### config.mk
export PLATFORM = sky130hd
export DESIGN_NAME = fifo_wr_arbiter_flat
export DESIGN_NICKNAME = d
export VERILOG_FILES = /design/src/rtl/fifo_wr_arbiter_if.sv /design/src/rtl/fifo_wr_arbiter.sv /design/src/flat_wrapper.sv
export SDC_FILE = /design/constraint.sdc
export NUM_CORES = 1
export LEC_CHECK = 0
export BUFFER_PORTS_ARGS = -buffer_cell sky130_fd_sc_hd__buf_4
export CAP_MARGIN = 10
export CORE_UTILIZATION = 40
export CTS_BUF_LIST = sky130_fd_sc_hd__clkbuf_16
export CTS_CLUSTER_SIZE = 8
export DETAILED_ROUTE_END_ITERATION = 6
export GPL_ROUTABILITY_DRIVEN = 1
export PLACE_DENSITY = 0.65
export SETUP_SLACK_MARGIN = 0.05
export SYNTH_ARGS = -nofsm -noshare
export SYNTH_HDL_FRONTEND = slang
export SYNTH_SLANG_ARGS = --single-unit
### constraint.sdc
create_clock -name w_clk -period 8.2 [get_ports w_clk]
set_clock_uncertainty 0.1 [all_clocks]
set_input_delay 0.82 -clock w_clk [delete_from_list [all_inputs] [get_ports w_clk]]
set_output_delay 0.82 -clock w_clk [all_outputs]
set_load 0.03 [all_outputs]
### src/rtl/fifo_wr_arbiter_if.sv
// ----------------------------------------------------------------------------
// fifo_wr_arbiter_if
// Bundles the requester-side handshake and the FIFO write-port signals that
// the round-robin write arbiter sits between.
//   req        : per-requester write request, held with data until acked
//   req_data   : packed requester data, requester i in [i*MEMORY_WIDTH +: MEMORY_WIDTH]
//   w_full     : FIFO full flag
//   gnt        : registered one-hot grant (zero when idle)
//   ack        : word accepted from requester i this cycle
//   fifo_w_en  : FIFO write enable
//   fifo_wdata : FIFO write data
// Modports: slave = arbiter view, master = requesters/FIFO environment view.
// ----------------------------------------------------------------------------
interface fifo_wr_arbiter_if #(
  parameter int NUM_REQ      = 4,
  parameter int MEMORY_WIDTH = 4
);
  logic [NUM_REQ-1:0]              req;
  logic [NUM_REQ*MEMORY_WIDTH-1:0] req_data;
  logic                            w_full;
  logic [NUM_REQ-1:0]              gnt;
  logic [NUM_REQ-1:0]              ack;
  logic                            fifo_w_en;
  logic [MEMORY_WIDTH-1:0]         fifo_wdata;

  modport slave (
    input  req, req_data, w_full,
    output gnt, ack, fifo_w_en, fifo_wdata
  );

  modport master (
    output req, req_data, w_full,
    input  gnt, ack, fifo_w_en, fifo_wdata
  );
endinterface

### src/rtl/fifo_wr_arbiter.sv
// ----------------------------------------------------------------------------
// fifo_wr_arbiter
// Burst-based round-robin arbiter sharing the async FIFO write port among
// NUM_REQ requesters. Lives entirely in the write clock domain.
// An owner keeps the port for up to BURST_LEN accepted words, or until it
// withdraws its request; the grant then rotates with no idle bubble.
// Ports:
//   w_clk  : write-domain clock, all logic on posedge
//   wrst_n : asynchronous active-low reset
//   bus    : fifo_wr_arbiter_if.slave (req/req_data/w_full in,
//            gnt/ack/fifo_w_en/fifo_wdata out)
// ----------------------------------------------------------------------------
module fifo_wr_arbiter #(
  parameter int NUM_REQ      = 4,
  parameter int MEMORY_WIDTH = 4,
  parameter int BURST_LEN    = 4
) (
  input  logic                 w_clk,
  input  logic                 wrst_n,
  fifo_wr_arbiter_if.slave     bus
);

  localparam int IDX_W = $clog2(NUM_REQ);
  localparam int CNT_W = (BURST_LEN > 1) ? $clog2(BURST_LEN) : 1;

  typedef enum logic [0:0] {
    ST_IDLE  = 1'b0,
    ST_GRANT = 1'b1
  } state_t;

  state_t             state_r;
  logic [NUM_REQ-1:0] gnt_r;
  logic [CNT_W-1:0]   count_r;
  logic [IDX_W-1:0]   last_r;

  logic [IDX_W-1:0]   owner_s;
  logic               owner_req_s;
  logic               accept_s;
  logic               last_word_s;
  logic               release_s;
  logic [IDX_W-1:0]   base_s;
  logic [NUM_REQ-1:0] pick_s;

  // Index of the set bit in a one-hot vector (0 when the vector is zero).
  function automatic logic [IDX_W-1:0] onehot_idx(input logic [NUM_REQ-1:0] oh);
    logic [IDX_W-1:0] idx;
    idx = '0;
    for (int i = 0; i < NUM_REQ; i++) begin
      if (oh[i]) begin
        idx = IDX_W'(i);
      end else begin
        idx = idx;
      end
    end
    return idx;
  endfunction

  // Round-robin pick: search upward from base+1 with wrap, base itself last.
  function automatic logic [NUM_REQ-1:0] rr_pick(input logic [IDX_W-1:0] base,
                                                 input logic [NUM_REQ-1:0] req);
    logic [NUM_REQ-1:0] pick;
    logic               found;
    int                 idx;
    pick  = '0;
    found = 1'b0;
    for (int k = 1; k <= NUM_REQ; k++) begin
      idx = (int'(base) + k) % NUM_REQ;
      if (!found && req[idx]) begin
        pick[idx] = 1'b1;
        found     = 1'b1;
      end else begin
        found = found;
      end
    end
    return pick;
  endfunction

  // Owner decode, accept/release decisions and next-owner selection.
  always_comb begin
    owner_s     = onehot_idx(gnt_r);
    owner_req_s = bus.req[owner_s];
    accept_s    = (state_r == ST_GRANT) && owner_req_s && !bus.w_full;
    last_word_s = (count_r == CNT_W'(BURST_LEN - 1));
    // Release on a completed burst or when the owner withdraws (even while full).
    release_s   = (state_r == ST_GRANT) && (!owner_req_s || (accept_s && last_word_s));
    // On release the outgoing owner becomes the lowest priority immediately.
    if (release_s) begin
      base_s = owner_s;
    end else begin
      base_s = last_r;
    end
    pick_s = rr_pick(base_s, bus.req);
  end

  // Write-port drive: only the current owner's word, only when accepted.
  always_comb begin
    bus.fifo_w_en = accept_s;
    bus.ack       = '0;
    if (accept_s) begin
      bus.ack[owner_s] = 1'b1;
    end else begin
      bus.ack = '0;
    end
    if (state_r == ST_GRANT) begin
      bus.fifo_wdata = bus.req_data[int'(owner_s)*MEMORY_WIDTH +: MEMORY_WIDTH];
    end else begin
      bus.fifo_wdata = '0;
    end
  end

  assign bus.gnt = gnt_r;

  // Grant FSM: burst counting, rotation and back-to-back re-arbitration.
  always_ff @(posedge w_clk or negedge wrst_n) begin
    if (!wrst_n) begin
      state_r <= ST_IDLE;
      gnt_r   <= '0;
      count_r <= '0;
      last_r  <= IDX_W'(NUM_REQ - 1);
    end else begin
      case (state_r)
        ST_IDLE: begin
          if (|bus.req) begin
            gnt_r   <= pick_s;
            state_r <= ST_GRANT;
            count_r <= '0;
          end else begin
            gnt_r   <= '0;
          end
        end
        ST_GRANT: begin
          if (release_s) begin
            last_r  <= owner_s;
            count_r <= '0;
            if (|bus.req) begin
              gnt_r <= pick_s;
            end else begin
              gnt_r   <= '0;
              state_r <= ST_IDLE;
            end
          end else if (accept_s) begin
            count_r <= count_r + CNT_W'(1);
          end else begin
            count_r <= count_r;
          end
        end
        default: begin
          state_r <= ST_IDLE;
          gnt_r   <= '0;
          count_r <= '0;
        end
      endcase
    end
  end

endmodule

### src/flat_wrapper.sv
// flat-port wrapper written by rule: the top's interface ports become plain ports
module fifo_wr_arbiter_flat 
#(
  parameter int NUM_REQ      = 4,
  parameter int MEMORY_WIDTH = 4,
  parameter int BURST_LEN    = 4
)
  (w_clk, wrst_n, bus_req, bus_req_data, bus_w_full, bus_gnt, bus_ack, bus_fifo_w_en, bus_fifo_wdata);
  fifo_wr_arbiter_if #(.NUM_REQ(NUM_REQ), .MEMORY_WIDTH(MEMORY_WIDTH)) bus_i ();
  input  logic w_clk;
  input  logic wrst_n;
  input wire logic [$bits(bus_i.req)-1:0] bus_req;
  input wire logic [$bits(bus_i.req_data)-1:0] bus_req_data;
  input wire logic [$bits(bus_i.w_full)-1:0] bus_w_full;
  output wire logic [$bits(bus_i.gnt)-1:0] bus_gnt;
  output wire logic [$bits(bus_i.ack)-1:0] bus_ack;
  output wire logic [$bits(bus_i.fifo_w_en)-1:0] bus_fifo_w_en;
  output wire logic [$bits(bus_i.fifo_wdata)-1:0] bus_fifo_wdata;
  assign bus_i.req = bus_req;
  assign bus_i.req_data = bus_req_data;
  assign bus_i.w_full = bus_w_full;
  assign bus_gnt = bus_i.gnt;
  assign bus_ack = bus_i.ack;
  assign bus_fifo_w_en = bus_i.fifo_w_en;
  assign bus_fifo_wdata = bus_i.fifo_wdata;
  fifo_wr_arbiter #(.NUM_REQ(NUM_REQ), .MEMORY_WIDTH(MEMORY_WIDTH), .BURST_LEN(BURST_LEN)) u_core (.w_clk(w_clk), .wrst_n(wrst_n), .bus(bus_i));
endmodule
==> impl_metrics.env <==
export IMPL_clock_root_buffer="clkbuf_16"
export IMPL_io_pins=36
export IMPL_dr_total_vias=1154
export IMPL_diodes=0
export IMPL_firstDrtPassIters=4
export IMPL_dp_cells=195
export IMPL_drc=0
export IMPL_ctsHoldBuffers=0
export IMPL_syn_inst=138
export IMPL_hpwl_um=2240
export IMPL_rsz0062_at_grt="false"
export IMPL_synth_top_area_cell="dfrtp_1"
export IMPL_crit_slowest_cell="o22ai_1"
export IMPL_core_mm2=0.00254
export IMPL_synth_edf_count=0
export IMPL_hp_class="primary input to async pin"
export IMPL_yosys_warnings=0
export IMPL_wire_per_inst_um=14.5
export IMPL_cts_buffers=3
export IMPL_synth_main_ff_cell="dfrtp_1"
export IMPL_synth_seq_cells=9
export IMPL_cts_tree="yes"
export IMPL_critPathKind="primary input to flip-flop"
export IMPL_cp_max_fo=10
export IMPL_min_period_ps=4190
export IMPL_clock_latency_ps=230
export IMPL_place_ws_ps=3800
export IMPL_drt_first_iter_violations=23
export IMPL_synth_top_cells_by_area="dfrtp_1 (16%), ha_1 (10%), o21ai_0 (8.1%)"
export IMPL_cp_end_kind="flip-flop"
export IMPL_max_slew_worst_pin_slew_ps=764
export IMPL_setup_ws_ps=4010
export IMPL_setup_violations_final=0
export IMPL_fin_setup_tns_ps=0
export IMPL_max_vdd_ir_drop_uv=264
export IMPL_synth_top_cell_area_share_pct=15.8
export IMPL_floorplan_die_height_um=54.6
export IMPL_cts_resized=0
export IMPL_track_usage_pct=20.7
export IMPL_period_share_pct=51.0
export IMPL_grt_max_degree=17
export IMPL_clock_sinks=9
export IMPL_syn_num_nets=170
export IMPL_vias_per_cell=5.80
export IMPL_clk_path_buf_depth=2
export IMPL_num_fill_cells=243
export IMPL_fp_dieW_um=54.6
export IMPL_synth_area_per_cell_um2=8.02
export IMPL_synth_area_mm2=0.00111
export IMPL_cp_common_cell="a31oi_1"
export IMPL_relSlewSlack_pct=49.1
export IMPL_cts_setup_buffers=0
export IMPL_grt_antenna_before_repair=0
export IMPL_die_area_mm2=0.00298
export IMPL_power_leakage_nw=0.665
export IMPL_status="complete, no violations"
export IMPL_grt_pass1_wl_um=4460
export IMPL_synth_cell_types=40
export IMPL_cp_required_ps=8200
export IMPL_cp_start_kind="primary input"
export IMPL_arrival_ps=4190
export IMPL_clk_pin_slew_worst_paths_ps=40
export IMPL_syn_to_final_growth_pct=31.2
export IMPL_p_per_area_mw_per_mm2=436
export IMPL_drv_slew=0
export IMPL_detail_route_antenna_nets=0
export IMPL_grt_overflow=0
export IMPL_io_buffer_count=35
export IMPL_hold_viol_final=0
export IMPL_max_clock_freq_mhz=239
export IMPL_holdWs_ps=306
export IMPL_async_flop_share_pct=100
export IMPL_grt_pass1_vias=1040
export IMPL_num_rows=18
export IMPL_stdcell_count=199
export IMPL_start_util_pct=43.5
export IMPL_path_cells="buf_4 -> nor2b_1 -> o31a_1 -> o22ai_1 -> inv_1 -> ha_1 -> mux4_2 -> mux2i_1 -> o21ai_0 -> a31oi_1 -> a31oi_1"
export IMPL_finalWirelength_um=2880
export IMPL_htreeDepth=1
export IMPL_place_congestion=0.828
export IMPL_fin_nets=202
export IMPL_synth_seq_area_share_pct=20.6
export IMPL_drive_gt1_share_pct=30.2
export IMPL_slowest_delay_ps=600
export IMPL_cap_viol_max_count=0
## final cells by class
class | instances | area [um^2] | share of cell area, %
timing repair buffer | 35 | 263 | 18.1
multi-input combinational | 110 | 805 | 55.4
clock buffer | 3 | 75.1 | 5.17
sequential | 9 | 228 | 15.7
tap | 30 | 37.5 | 2.58
clock inverter | 1 | 3.75 | 0.258
inverter | 11 | 41.3 | 2.84
## power breakdown
group          switching [W]  internal (W)   total, W
registers          0.0000352     0.0000676   0.000103
logic               0.000267      0.000181   0.000448
clock network      0.0000193     0.0000635  0.0000828
total               0.000322      0.000312   0.000633
## sequential cells by signal (all words and copies together), names as in the netlist
| register | cells |
|---|---|
| u_core.bus.gnt | 4 |
| u_core.state_r | 1 |
| u_core.last_r | 2 |
| u_core.count_r | 2 |
## placed cells by master (no fill, tap or decap), drive strengths merged, types with 2 or more instances in the layout
cell type / instances
nand3: 5
a21oi: 5
a31oi: 8
buf: 35
dfrtp: 7
o22ai: 2
ha: 9
mux2i: 8
or3: 2
and3: 2
nor2: 9
clkbuf: 3
o211ai: 2
inv: 12
o21ai: 18
and2: 6
nor2b: 2
mux2: 2
nand2: 10
dfstp: 2
mux4: 2
## through the flow
| step | power, W | util, % | cell area [um^2] |
|---|---|---|---|
| floorplan | 0.000434 | - | 1110 |
| global placement | 0.000540 | 54.0 | 1370 |
| detailed placement | 0.000552 | 54.0 | 1370 |
| CTS | 0.000637 | 57.1 | 1450 |
| global route | 0.000692 | 57.1 | 1450 |
| finish | 0.000633 | 57.1 | 1450 |
## worst max-delay path: cells and delay by family
kind / cells / cell delay, ps
compound gates: 5 / 1360
mux: 2 / 970
fa+ha+maj: 1 / 490
buf+inv: 2 / 460
simple gates: 1 / 80
## Yosys cell counts, types with 3 or more instances
master and instances:
inv_1 10, ha_1 9, dfrtp_1 7, nand3_1 5, clkbuf_1 5, nand2_1 10
nor2_1 9, a31oi_1 8, a21oi_1 5, mux2i_1 8, buf_2 3, o21ai_0 18
and2_1 6
## path summary, 6_finish.rpt
kind                                                from                             to  slack, ps  cells after the start
max                                           bus_req[3]  u_core.bus.gnt[0]$_DFFE_PN0P_       4010                     11
min                                               wrst_n  u_core.bus.gnt[3]$_DFFE_PN0P_        310                      1
max reg2reg                u_core.bus.gnt[3]$_DFFE_PN0P_  u_core.bus.gnt[0]$_DFFE_PN0P_       4060                     10
min reg2reg                u_core.count_r[1]$_DFFE_PN0P_  u_core.count_r[1]$_DFFE_PN0P_        410                      1
max in group asynchronous                         wrst_n   u_core.last_r[0]$_DFFE_PN1P_       7480                      1
min in group w_clk         u_core.count_r[1]$_DFFE_PN0P_  u_core.count_r[1]$_DFFE_PN0P_        410                      1
## cell families after synthesis
family / share of synthesized area (%)
and+or+nand+nor: 22.6
AOI/OAI and AO/OA: 26.6
buffers and inverters: 6.78
muxes: 13.3
adders and majority gates: 10.2
DFF: 20.6
## metal layers
metal | track usage [%] | wire [um] | vias to the layer above
met5 | 0 | 0 | -
met4 | 6.41 | 14 | 0
li1 | - | - | 571
met1 | 24.0 | 1230 | 543
met2 | 39.6 | 1490 | 38
met3 | 1.39 | 146 | 2
(Power assumes the default switching activity.)
